File: config.mk
export PLATFORM = sky130hd
export DESIGN_NAME = prog_counter
export DESIGN_NICKNAME = d
export VERILOG_FILES = /design/src/rtl/prog_counter_pkg.sv /design/src/rtl/prog_counter_prescaler.sv /design/src/rtl/prog_counter.sv
export SDC_FILE = /design/constraint.sdc
export NUM_CORES = 1
export LEC_CHECK = 0
export CAP_MARGIN = 20
export CORE_AREA = 4 4 104 106
export DETAILED_ROUTE_END_ITERATION = 7
export DIE_AREA = 0 0 108 110
export PLACE_DENSITY_LB_ADDON = 0.3
export SKIP_LAST_GASP = 1
export SYNTH_ARGS = -nofsm -noshare
export SYNTH_HDL_FRONTEND = slang
export SYNTH_HIERARCHICAL = 1
export SYNTH_SLANG_ARGS = --single-unit
File: constraint.sdc
create_clock -name CLK -period 5.3 [get_ports CLK]
set_input_delay 1.06 -clock CLK [delete_from_list [all_inputs] [get_ports CLK]]
set_output_delay 1.06 -clock CLK [all_outputs]
set_load 0.05 [all_outputs]
File: src/rtl/prog_counter_pkg.sv
// Shared types for the programmable counter: count modes and run/done state.
// Pure declarations, no logic.
// Imported by prog_counter and prog_counter_prescaler.
package prog_counter_pkg;

  // MODE_RSVD is decoded exactly like MODE_FREE by the counter.
  typedef enum logic [1:0] {
    MODE_FREE    = 2'd0,
    MODE_WRAP    = 2'd1,
    MODE_ONESHOT = 2'd2,
    MODE_RSVD    = 2'd3
  } mode_e;

  typedef enum logic {
    ST_RUN  = 1'b0,
    ST_DONE = 1'b1
  } state_e;

endpackage

File: src/rtl/prog_counter_prescaler.sv
// Enabled-cycle divider: TICK on every (PRESCALE+1)th cycle with EN high.
// Latency: TICK is combinational from the registered phase and EN.
// No backpressure; CLR restarts the phase at 0.
module prog_counter_prescaler #(
  parameter int PRESCALE_WIDTH = 8
) (
  input  logic                      CLK,
  input  logic                      RSTN,
  input  logic                      EN,
  input  logic                      CLR,
  input  logic [PRESCALE_WIDTH-1:0] PRESCALE,
  output logic                      TICK
);

  localparam logic [PRESCALE_WIDTH-1:0] PH_ONE = {{(PRESCALE_WIDTH-1){1'b0}}, 1'b1};

  logic [PRESCALE_WIDTH-1:0] phase;

  // '>=' rather than '==' so that shrinking PRESCALE below the current phase
  // ticks at the next compare instead of waiting for the phase to roll over.
  assign TICK = EN && (phase >= PRESCALE);

  // Phase advances only on enabled cycles and restarts after each tick.
  always_ff @(posedge CLK) begin
    if (!RSTN || CLR) begin
      phase <= '0;
    end else if (TICK) begin
      phase <= '0;
    end else if (EN) begin
      phase <= phase + PH_ONE;
    end
  end

endmodule

File: src/rtl/prog_counter.sv
// Programmable up/down counter with FREE/WRAP/ONESHOT modes, TC pulse, sticky overflow.
// Latency: VALUE/TC/OVERFLOW/DONE all update one edge after the controlling inputs.
// No backpressure. Optional prescaler enabled by macro PROG_COUNTER_PRESCALER_EN.
module prog_counter
  import prog_counter_pkg::*;
#(
  parameter int WIDTH          = 32,
  parameter int PRESCALE_WIDTH = 8
) (
  input  logic                      CLK,
  input  logic                      RSTN,
  input  logic                      EN,
  input  logic                      CLR,
  input  logic                      LOAD,
  input  logic [WIDTH-1:0]          LOAD_VALUE,
  input  logic                      DIR,
  input  logic [1:0]                MODE,
  input  logic [WIDTH-1:0]          LIMIT,
  input  logic [PRESCALE_WIDTH-1:0] PRESCALE,
  input  logic                      OVF_CLR,
  output logic [WIDTH-1:0]          VALUE,
  output logic                      TC,
  output logic                      OVERFLOW,
  output logic                      DONE
);

  localparam logic [WIDTH-1:0] ONE = {{(WIDTH-1){1'b0}}, 1'b1};

  state_e           state;
  state_e           state_nxt;
  mode_e            mode;
  logic [WIDTH-1:0] value_nxt;
  logic             tc_nxt;
  logic             ovf_set;
  logic             tick;
  logic             step;

  assign mode = mode_e'(MODE);

`ifdef PROG_COUNTER_PRESCALER_EN
  // LOAD also restarts the prescaler so a reload begins a fresh interval.
  prog_counter_prescaler #(
    .PRESCALE_WIDTH(PRESCALE_WIDTH)
  ) u_prescaler (
    .CLK      (CLK),
    .RSTN     (RSTN),
    .EN       (EN),
    .CLR      (CLR | LOAD),
    .PRESCALE (PRESCALE),
    .TICK     (tick)
  );
`else
  logic unused_prescale;
  assign unused_prescale = ^PRESCALE;
  assign tick            = 1'b1;
`endif

  assign step = EN && tick && (state == ST_RUN);
  assign DONE = (state == ST_DONE);

  // Next value/state: CLR beats LOAD beats a counting step.
  always_comb begin
    value_nxt = VALUE;
    tc_nxt    = 1'b0;
    ovf_set   = 1'b0;
    state_nxt = state;
    if (CLR) begin
      value_nxt = '0;
      state_nxt = ST_RUN;
    end else if (LOAD) begin
      value_nxt = LOAD_VALUE;
      state_nxt = ST_RUN;
    end else if (step) begin
      case (mode)
        MODE_WRAP: begin
          if (DIR) begin
            if (VALUE >= LIMIT) begin
              value_nxt = '0;
              tc_nxt    = 1'b1;
            end else begin
              value_nxt = VALUE + ONE;
            end
          end else begin
            if (VALUE == '0) begin
              value_nxt = LIMIT;
              tc_nxt    = 1'b1;
            end else begin
              value_nxt = VALUE - ONE;
            end
          end
        end
        MODE_ONESHOT: begin
          if (DIR) begin
            if (VALUE >= LIMIT) begin
              value_nxt = LIMIT;
              tc_nxt    = 1'b1;
              state_nxt = ST_DONE;
            end else begin
              value_nxt = VALUE + ONE;
            end
          end else begin
            if (VALUE == '0) begin
              tc_nxt    = 1'b1;
              state_nxt = ST_DONE;
            end else begin
              value_nxt = VALUE - ONE;
            end
          end
        end
        default: begin
          // FREE and the reserved encoding: plain modulo-2^WIDTH counting.
          if (DIR) begin
            value_nxt = VALUE + ONE;
            if (VALUE == '1) begin
              tc_nxt  = 1'b1;
              ovf_set = 1'b1;
            end
          end else begin
            value_nxt = VALUE - ONE;
            if (VALUE == '0) begin
              tc_nxt  = 1'b1;
              ovf_set = 1'b1;
            end
          end
        end
      endcase
    end
  end

  // Run/done state register.
  always_ff @(posedge CLK) begin
    if (!RSTN) begin
      state <= ST_RUN;
    end else begin
      state <= state_nxt;
    end
  end

  // Count, terminal pulse and sticky overflow; a set event wins over OVF_CLR.
  always_ff @(posedge CLK) begin
    if (!RSTN) begin
      VALUE    <= '0;
      TC       <= 1'b0;
      OVERFLOW <= 1'b0;
    end else begin
      VALUE <= value_nxt;
      TC    <= tc_nxt;
      if (CLR) begin
        OVERFLOW <= 1'b0;
      end else if (ovf_set) begin
        OVERFLOW <= 1'b1;
      end else if (OVF_CLR) begin
        OVERFLOW <= 1'b0;
      end
    end
  end

endmodule
# == Yosys cells after proc, flatten, opt, wreduce, memory -nomap -nowiden ==
# Cells that the tools add are included.
# totals
regBits,35
inputBits,81
output_inout_bits,35
elab_cells,51
# classes
add_sub_neg,2
n_lt_le_gt_ge,1
eq_ne,5
mux,25
n_bitwise,3
n_reduce_logical,11
# op_table
operator,count
2-to-1 mux 32 bit,9
case mux 32 bit (2 select lines),1
"adder 32 x 1 -> 32 bit, second input constant",1
"equality test 32 bit, second input constant",1
greater-or-equal comparator 32 bit,1
logical NOT 32 bit,1
"subtractor 32 x 1 -> 32 bit, second input constant",1
2-to-1 mux 1 bit,15
nonzero test 2 bit,3
"!= test 4 bit, second input constant",1
AND reduction 4 bit,1
OR reduction 2 bit,2
OR reduction 4 bit,1
NOT 1 bit,3
OR reduction 3 bit,1
"equality test 2 x 1 -> 1 bit, second input constant",1
"equality test 2 bit, second input constant",1
"!= test 2 x 1 -> 1 bit, second input constant",1
AND reduction 2 bit,1
logical AND 1 bit,1

# == Logic depth before layout (Yosys ltp) ==
# depth
word_depth,8
depth_mapped,13
ltp_nobuf,10

# == Worst setup path after synthesis ==
# Ideal clock, no wire load.
# synth_timing
path_type,input port to flip-flop
from,input LIMIT[10]
to,register VALUE[29]
arrival_time_ns,3.429
path_slack_ns,1.740
cell_stages,13
n_path_buf,3
path_cell_list,inv_1 > ha_1 > and4_1 > nand2_1 > or2_2 > a41oi_1 > clkbuf_1 > or2_2 > clkbuf_1 > clkbuf_1 > a21oi_1 > a311oi_1 > o22ai_1
# synth_via
elab_chain_cells,6
# synth_rtl
item,line_no,text
start: declaration,prog_counter.sv:18,"input logic [WIDTH-1:0] LIMIT,"
greater-or-equal comparator 32 bit *,"prog_counter.sv:77, prog_counter.sv:94",
"2-to-1 mux 32 bit, on equally long branches","prog_counter.sv:94, prog_counter.sv:77",
"2-to-1 mux 32 bit, on equally long branches","prog_counter.sv:93, prog_counter.sv:76",
case mux 32 bit (2 select lines) *,prog_counter.sv:74,case (mode)
2-to-1 mux 32 bit *,prog_counter.sv:73,end else if (step) begin
2-to-1 mux 32 bit *,prog_counter.sv:70,end else if (LOAD) begin
end signal: assignment,prog_counter.sv:146,VALUE <= value_nxt;
end: declaration,prog_counter.sv:21,"output logic [WIDTH-1:0] VALUE,"
# Mark *: on every way between the ends. The rest lies on a longest branch, timed or not. The select of a mux whose other input is x is not followed.
# A chain may end at the register's enable or synchronous reset.

# == Worst setup path after layout ==
# layout_timing
from,input LIMIT[17]
to,register VALUE[19]
# Same word-level chain as after synthesis.

==> tab_implementation.tex <==
\begin{tabular}{lr}
\hline
Metric & Value \\
\hline
\multicolumn{2}{l}{\textbf{Clock network}} \\
Clock insertion delay at the later pin of the skew report & 300 ps \\
Setup bufs post-CTS & 0 \\
Cts hold-fix bufs & 0 \\
TritonCTS Buffers & 5 \\
Worst-path clk slew & 90 ps \\
Largest buffer count on any clock path & 2 \\
CTS-repair resized insts & 0 \\
H-tree depth reported by CTS & 2 \\
Clock root buffer & sky130\_fd\_sc\_hd\_\_clkbuf\_8 \\
Clock tree sinks & 35 \\
CTS tree & yes \\
\multicolumn{2}{l}{\textbf{Place}} \\
DPL Wire Length & 16,000 microns \\
PortBufs & 107 \\
Final Wtd Congestion & 1.03 \\
\multicolumn{2}{l}{\textbf{Power and ir drop}} \\
Sw Share & 45.7\% \\
Clock network fraction of design power & 19.6\% \\
Portion of total power attributed to combinational logic & 51.6\% \\
Areal power density over the cells & 167 nW/um\^{}2 \\
Internal Power & 593 uW \\
Share of total power in sequential cells & 28.8\% \\
Reported net switching power & 498 uW \\
Total design power & 1090 uW \\
P\_leak & 0.00259 uW \\
Peak supply drop & 105 uV \\
\multicolumn{2}{l}{\textbf{Worst setup path}} \\
Kind of end point of the critical path & flip-flop \\
Start-to-end type of the worst setup path & input pin to flip-flop \\
Delay of the slowest critical-path stage & 540 ps \\
Arrival time of data at the critical path endpoint & 4400 ps \\
Setup slack of the worst register-to-register path & 1410 ps \\
Maximum fanout along the worst path & 9 \\
Crit-path slowest cell & sky130\_fd\_sc\_hd\_\_clkdlybuf4s50\_1 \\
Cell chain of the critical path & clkdlybuf4s50\_1 -> inv\_1 -> ha\_1 -> a21oi\_1 -> o21ai\_0 -> a221oi\_1 -> o211ai\_1 -> buf\_4 -> o21ai\_1 -> buf\_4 -> mux2\_2 -> a211o\_1 -> a21oi\_1 \\
Count of buffering cells on the critical path with inverters included & 4 \\
Worst setup SP type & input pin \\
Family of cells with the greatest summed delay on the critical path & compound AO/OA/AOI/OAI gates \\
Critical path data required time & 5530 ps \\
\multicolumn{2}{l}{\textbf{Yosys}} \\
Fraction of synthesized cell area in xor and xnor cells & 9.23\% \\
Post-Synthesis Cell Area & 5310 sq um \\
Number of library cell types mapped by synthesis & 70 \\
Combinational family with the most area after synthesis & compound AO/OA/AOI/OAI gates \\
Warning count from the yosys run & 6 \\
Instance count of the mapped netlist & 790 \\
Most instantiated flip-flop cell in the synthesis netlist & sky130\_fd\_sc\_hd\_\_dfxtp\_1 \\
Asr flop ratio synth & 0\% \\
Synth cell count leaders & sky130\_fd\_sc\_hd\_\_nand2\_1 (86), sky130\_fd\_sc\_hd\_\_nor2\_1 (60), sky130\_fd\_sc\_hd\_\_o21ai\_0 (56), sky130\_fd\_sc\_hd\_\_a21oi\_1 (51), sky130\_fd\_sc\_hd\_\_clkbuf\_1 (49) \\
Area leader, netlist & sky130\_fd\_sc\_hd\_\_dfxtp\_1 \\
Proportion of synthesized area in mux cells & 1.93\% \\
Share of the yosys chip area belonging to registers & 13.2\% \\
Net count after synthesis & 908 \\
Mean post-synth cell area & 6.73 sq um \\
Number of synthesized flops with an enable pin & 0 \\
Post-synth top area share & 13.2\% \\
Share of the synthesized area in compound gates (AO/OA/AOI/OAI) & 29.7\% \\
Most frequently used cell type in the post-synthesis netlist & sky130\_fd\_sc\_hd\_\_nand2\_1 \\
Synth Area in Adders & 8.71\% \\
Dominant cells by area after synthesis & sky130\_fd\_sc\_hd\_\_dfxtp\_1 (13\%), sky130\_fd\_sc\_hd\_\_ha\_1 (8.7\%), sky130\_fd\_sc\_hd\_\_nand2\_1 (6.1\%), sky130\_fd\_sc\_hd\_\_o21ai\_0 (5.3\%), sky130\_fd\_sc\_hd\_\_xnor2\_1 (4.9\%) \\
Post-synthesis share of cell area spent on and, or, nand and nor gates & 28.5\% \\
\#FFs+latches synth & 35 \\
\multicolumn{2}{l}{\textbf{STA}} \\
Post-layout min period & 4170 ps \\
Worst Skew & 8.19 ps \\
Final worst-path cycle share & 78.7\% \\
Maximum achievable frequency & 240 MHz \\
Hold violation count in the final report & 0 \\
Final number of max-transition violations & 0 \\
Unrepaired setup endpoints after global routing & false \\
Setup TNS after final layout & 0 ps \\
Max-Slew Margin vs Limit & 30.3\% \\
Setup violations, final & 0 \\
Transition time at the pin with the least slew margin & 1040 ps \\
\multicolumn{2}{l}{\textbf{Global routing}} \\
Total Routing Usage GR & 35.9\% \\
Global route total overflow & 0 \\
Wire length of the first global-routing pass & 33,700 microns \\
Maximum number of pins on one net before global-route repair & 48 \\
Vias in the first global route & 6,373 \\
Number of antenna violations at the first check in global routing & 0 \\
\multicolumn{2}{l}{\textbf{Drt}} \\
Avg Vias per Cell & 6.84 \\
Iteration count of the initial detailed-routing pass & 6 \\
Final ANT Viol Nets & 0 \\
Via count & 6,803 \\
First DRT Iteration DRCs & 918 \\
Final wirelength & 21,800 microns \\
Routed wire per std cell & 21.9 microns \\
DRC Markers & 0 \\
\multicolumn{2}{l}{\textbf{Die}} \\
Number of standard-cell rows in the floorplan & 36 \\
Die Footprint & 11,900 sq um \\
I/O pin total & 116 \\
Die span in x & 108 microns \\
Initial core utilization & 54.4\% \\
Height of the die & 110 microns \\
Floorplan core area & 9770 sq um \\
\multicolumn{2}{l}{\textbf{Final layout}} \\
Post-route core utilization & 66.8\% \\
Layout cells sized above 1 & 5.80\% \\
Area growth from synthesis to layout & 22.8\% \\
Ant diodes & 0 \\
Count of filler cells inserted in the layout & 918 \\
Final net count & 979 \\
\multicolumn{2}{l}{\textbf{Outcome}} \\
Run status & finished, final reports clean \\
\multicolumn{2}{l}{\textbf{Run}} \\
Max Cap Violations & 0 \\
\multicolumn{2}{l}{\textbf{Min path}} \\
Type of the tightest min-delay check & flip-flop to flip-flop \\
\hline
\end{tabular}
metal layers:
layer,up-vias,track usage [%],share of wire (%)
li1,3050,-,-
met1,3117,47.0,38
met2,546,58.8,45
met3,90,6.58,13
met4,0,14.2,3.7
met5,-,0,0
tightest hold or removal path: stages (launching register included):
cell and delay [ps]:
sky130_fd_sc_hd__dfxtp_1 320, sky130_fd_sc_hd__nand2b_1 60, sky130_fd_sc_hd__a21oi_1 50
cells in the final DEF, fill, tap and decap left out, types with 9 or more instances in the layout:
| cell type | n |
|---|---|
| sky130_fd_sc_hd__clkdlybuf4s50_1 | 107 |
| sky130_fd_sc_hd__nand2_1 | 86 |
| sky130_fd_sc_hd__nor2_1 | 60 |
| sky130_fd_sc_hd__o21ai_0 | 55 |
| sky130_fd_sc_hd__a21oi_1 | 51 |
| sky130_fd_sc_hd__inv_1 | 45 |
| sky130_fd_sc_hd__ha_1 | 37 |
| sky130_fd_sc_hd__dfxtp_1 | 35 |
| sky130_fd_sc_hd__nor3_1 | 30 |
| sky130_fd_sc_hd__xnor2_1 | 30 |
| sky130_fd_sc_hd__nand3_1 | 27 |
| sky130_fd_sc_hd__xor2_1 | 26 |
| sky130_fd_sc_hd__buf_4 | 25 |
| sky130_fd_sc_hd__nand4_1 | 20 |
| sky130_fd_sc_hd__o211ai_1 | 20 |
| sky130_fd_sc_hd__and3_1 | 15 |
| sky130_fd_sc_hd__nor4_1 | 14 |
| sky130_fd_sc_hd__or3_1 | 14 |
| sky130_fd_sc_hd__a221oi_1 | 12 |
| sky130_fd_sc_hd__a211oi_1 | 10 |
| sky130_fd_sc_hd__o21ai_1 | 9 |
| sky130_fd_sc_hd__o31ai_1 | 9 |
final timing paths:
path                                             start                endpoint  depth (start not counted)
worst min register to register   OVERFLOW$_SDFFE_PP0P_   OVERFLOW$_SDFFE_PP0P_                          2
worst max-delay path                         LIMIT[17]  VALUE[19]$_SDFFE_PP0P_                         13
worst max register to register  VALUE[13]$_SDFFE_PP0P_   VALUE[9]$_SDFFE_PP0P_                          7
worst min-delay path             OVERFLOW$_SDFFE_PP0P_   OVERFLOW$_SDFFE_PP0P_                          2
logic make-up after synthesis:
kind of cell	Yosys count
flops	35
xor+xnor	56
simple gates	305
buf+inv	113
compound gates	234
fa+ha+maj	37
mux	10
area by class of cell:
cell class	instances	area, sq um	area share, %
clock buffers	7	76.3	1.17
inverters	45	169	2.59
flip-flops and latches	35	701	10.7
well taps	133	166	2.55
repair buffers	132	1260	19.3
multi-input cells	642	4150	63.6
clock inverters	1	5.00	0.0767
power by group through the flow:
stage	sequential (uW)	clock (uW)	combinational, uW
finish	314	214	562
global route	317	223	600
CTS	312	213	547
detailed placement	318	0	544
global placement	317	0	530
floorplan	334	0	334
flip-flops by register name, indices dropped and copies added (netlist names):
| register | count |
|---|---|
| VALUE | 32 |
| DONE | 1 |
| TC | 1 |
| OVERFLOW | 1 |
stage by stage:
stage               setup slack [ps]  cells  hold slack [ps]  cell area [sq um]
global route                    1070    995              513               6530
detailed placement               989    987              472               6440
global placement                1010    987              462               6440
CTS                             1270    995              483               6530
finish                          1130    995              477               6530
floorplan                       1740    790              690               5310
Note: power is estimated with default switching activity, not from simulation.
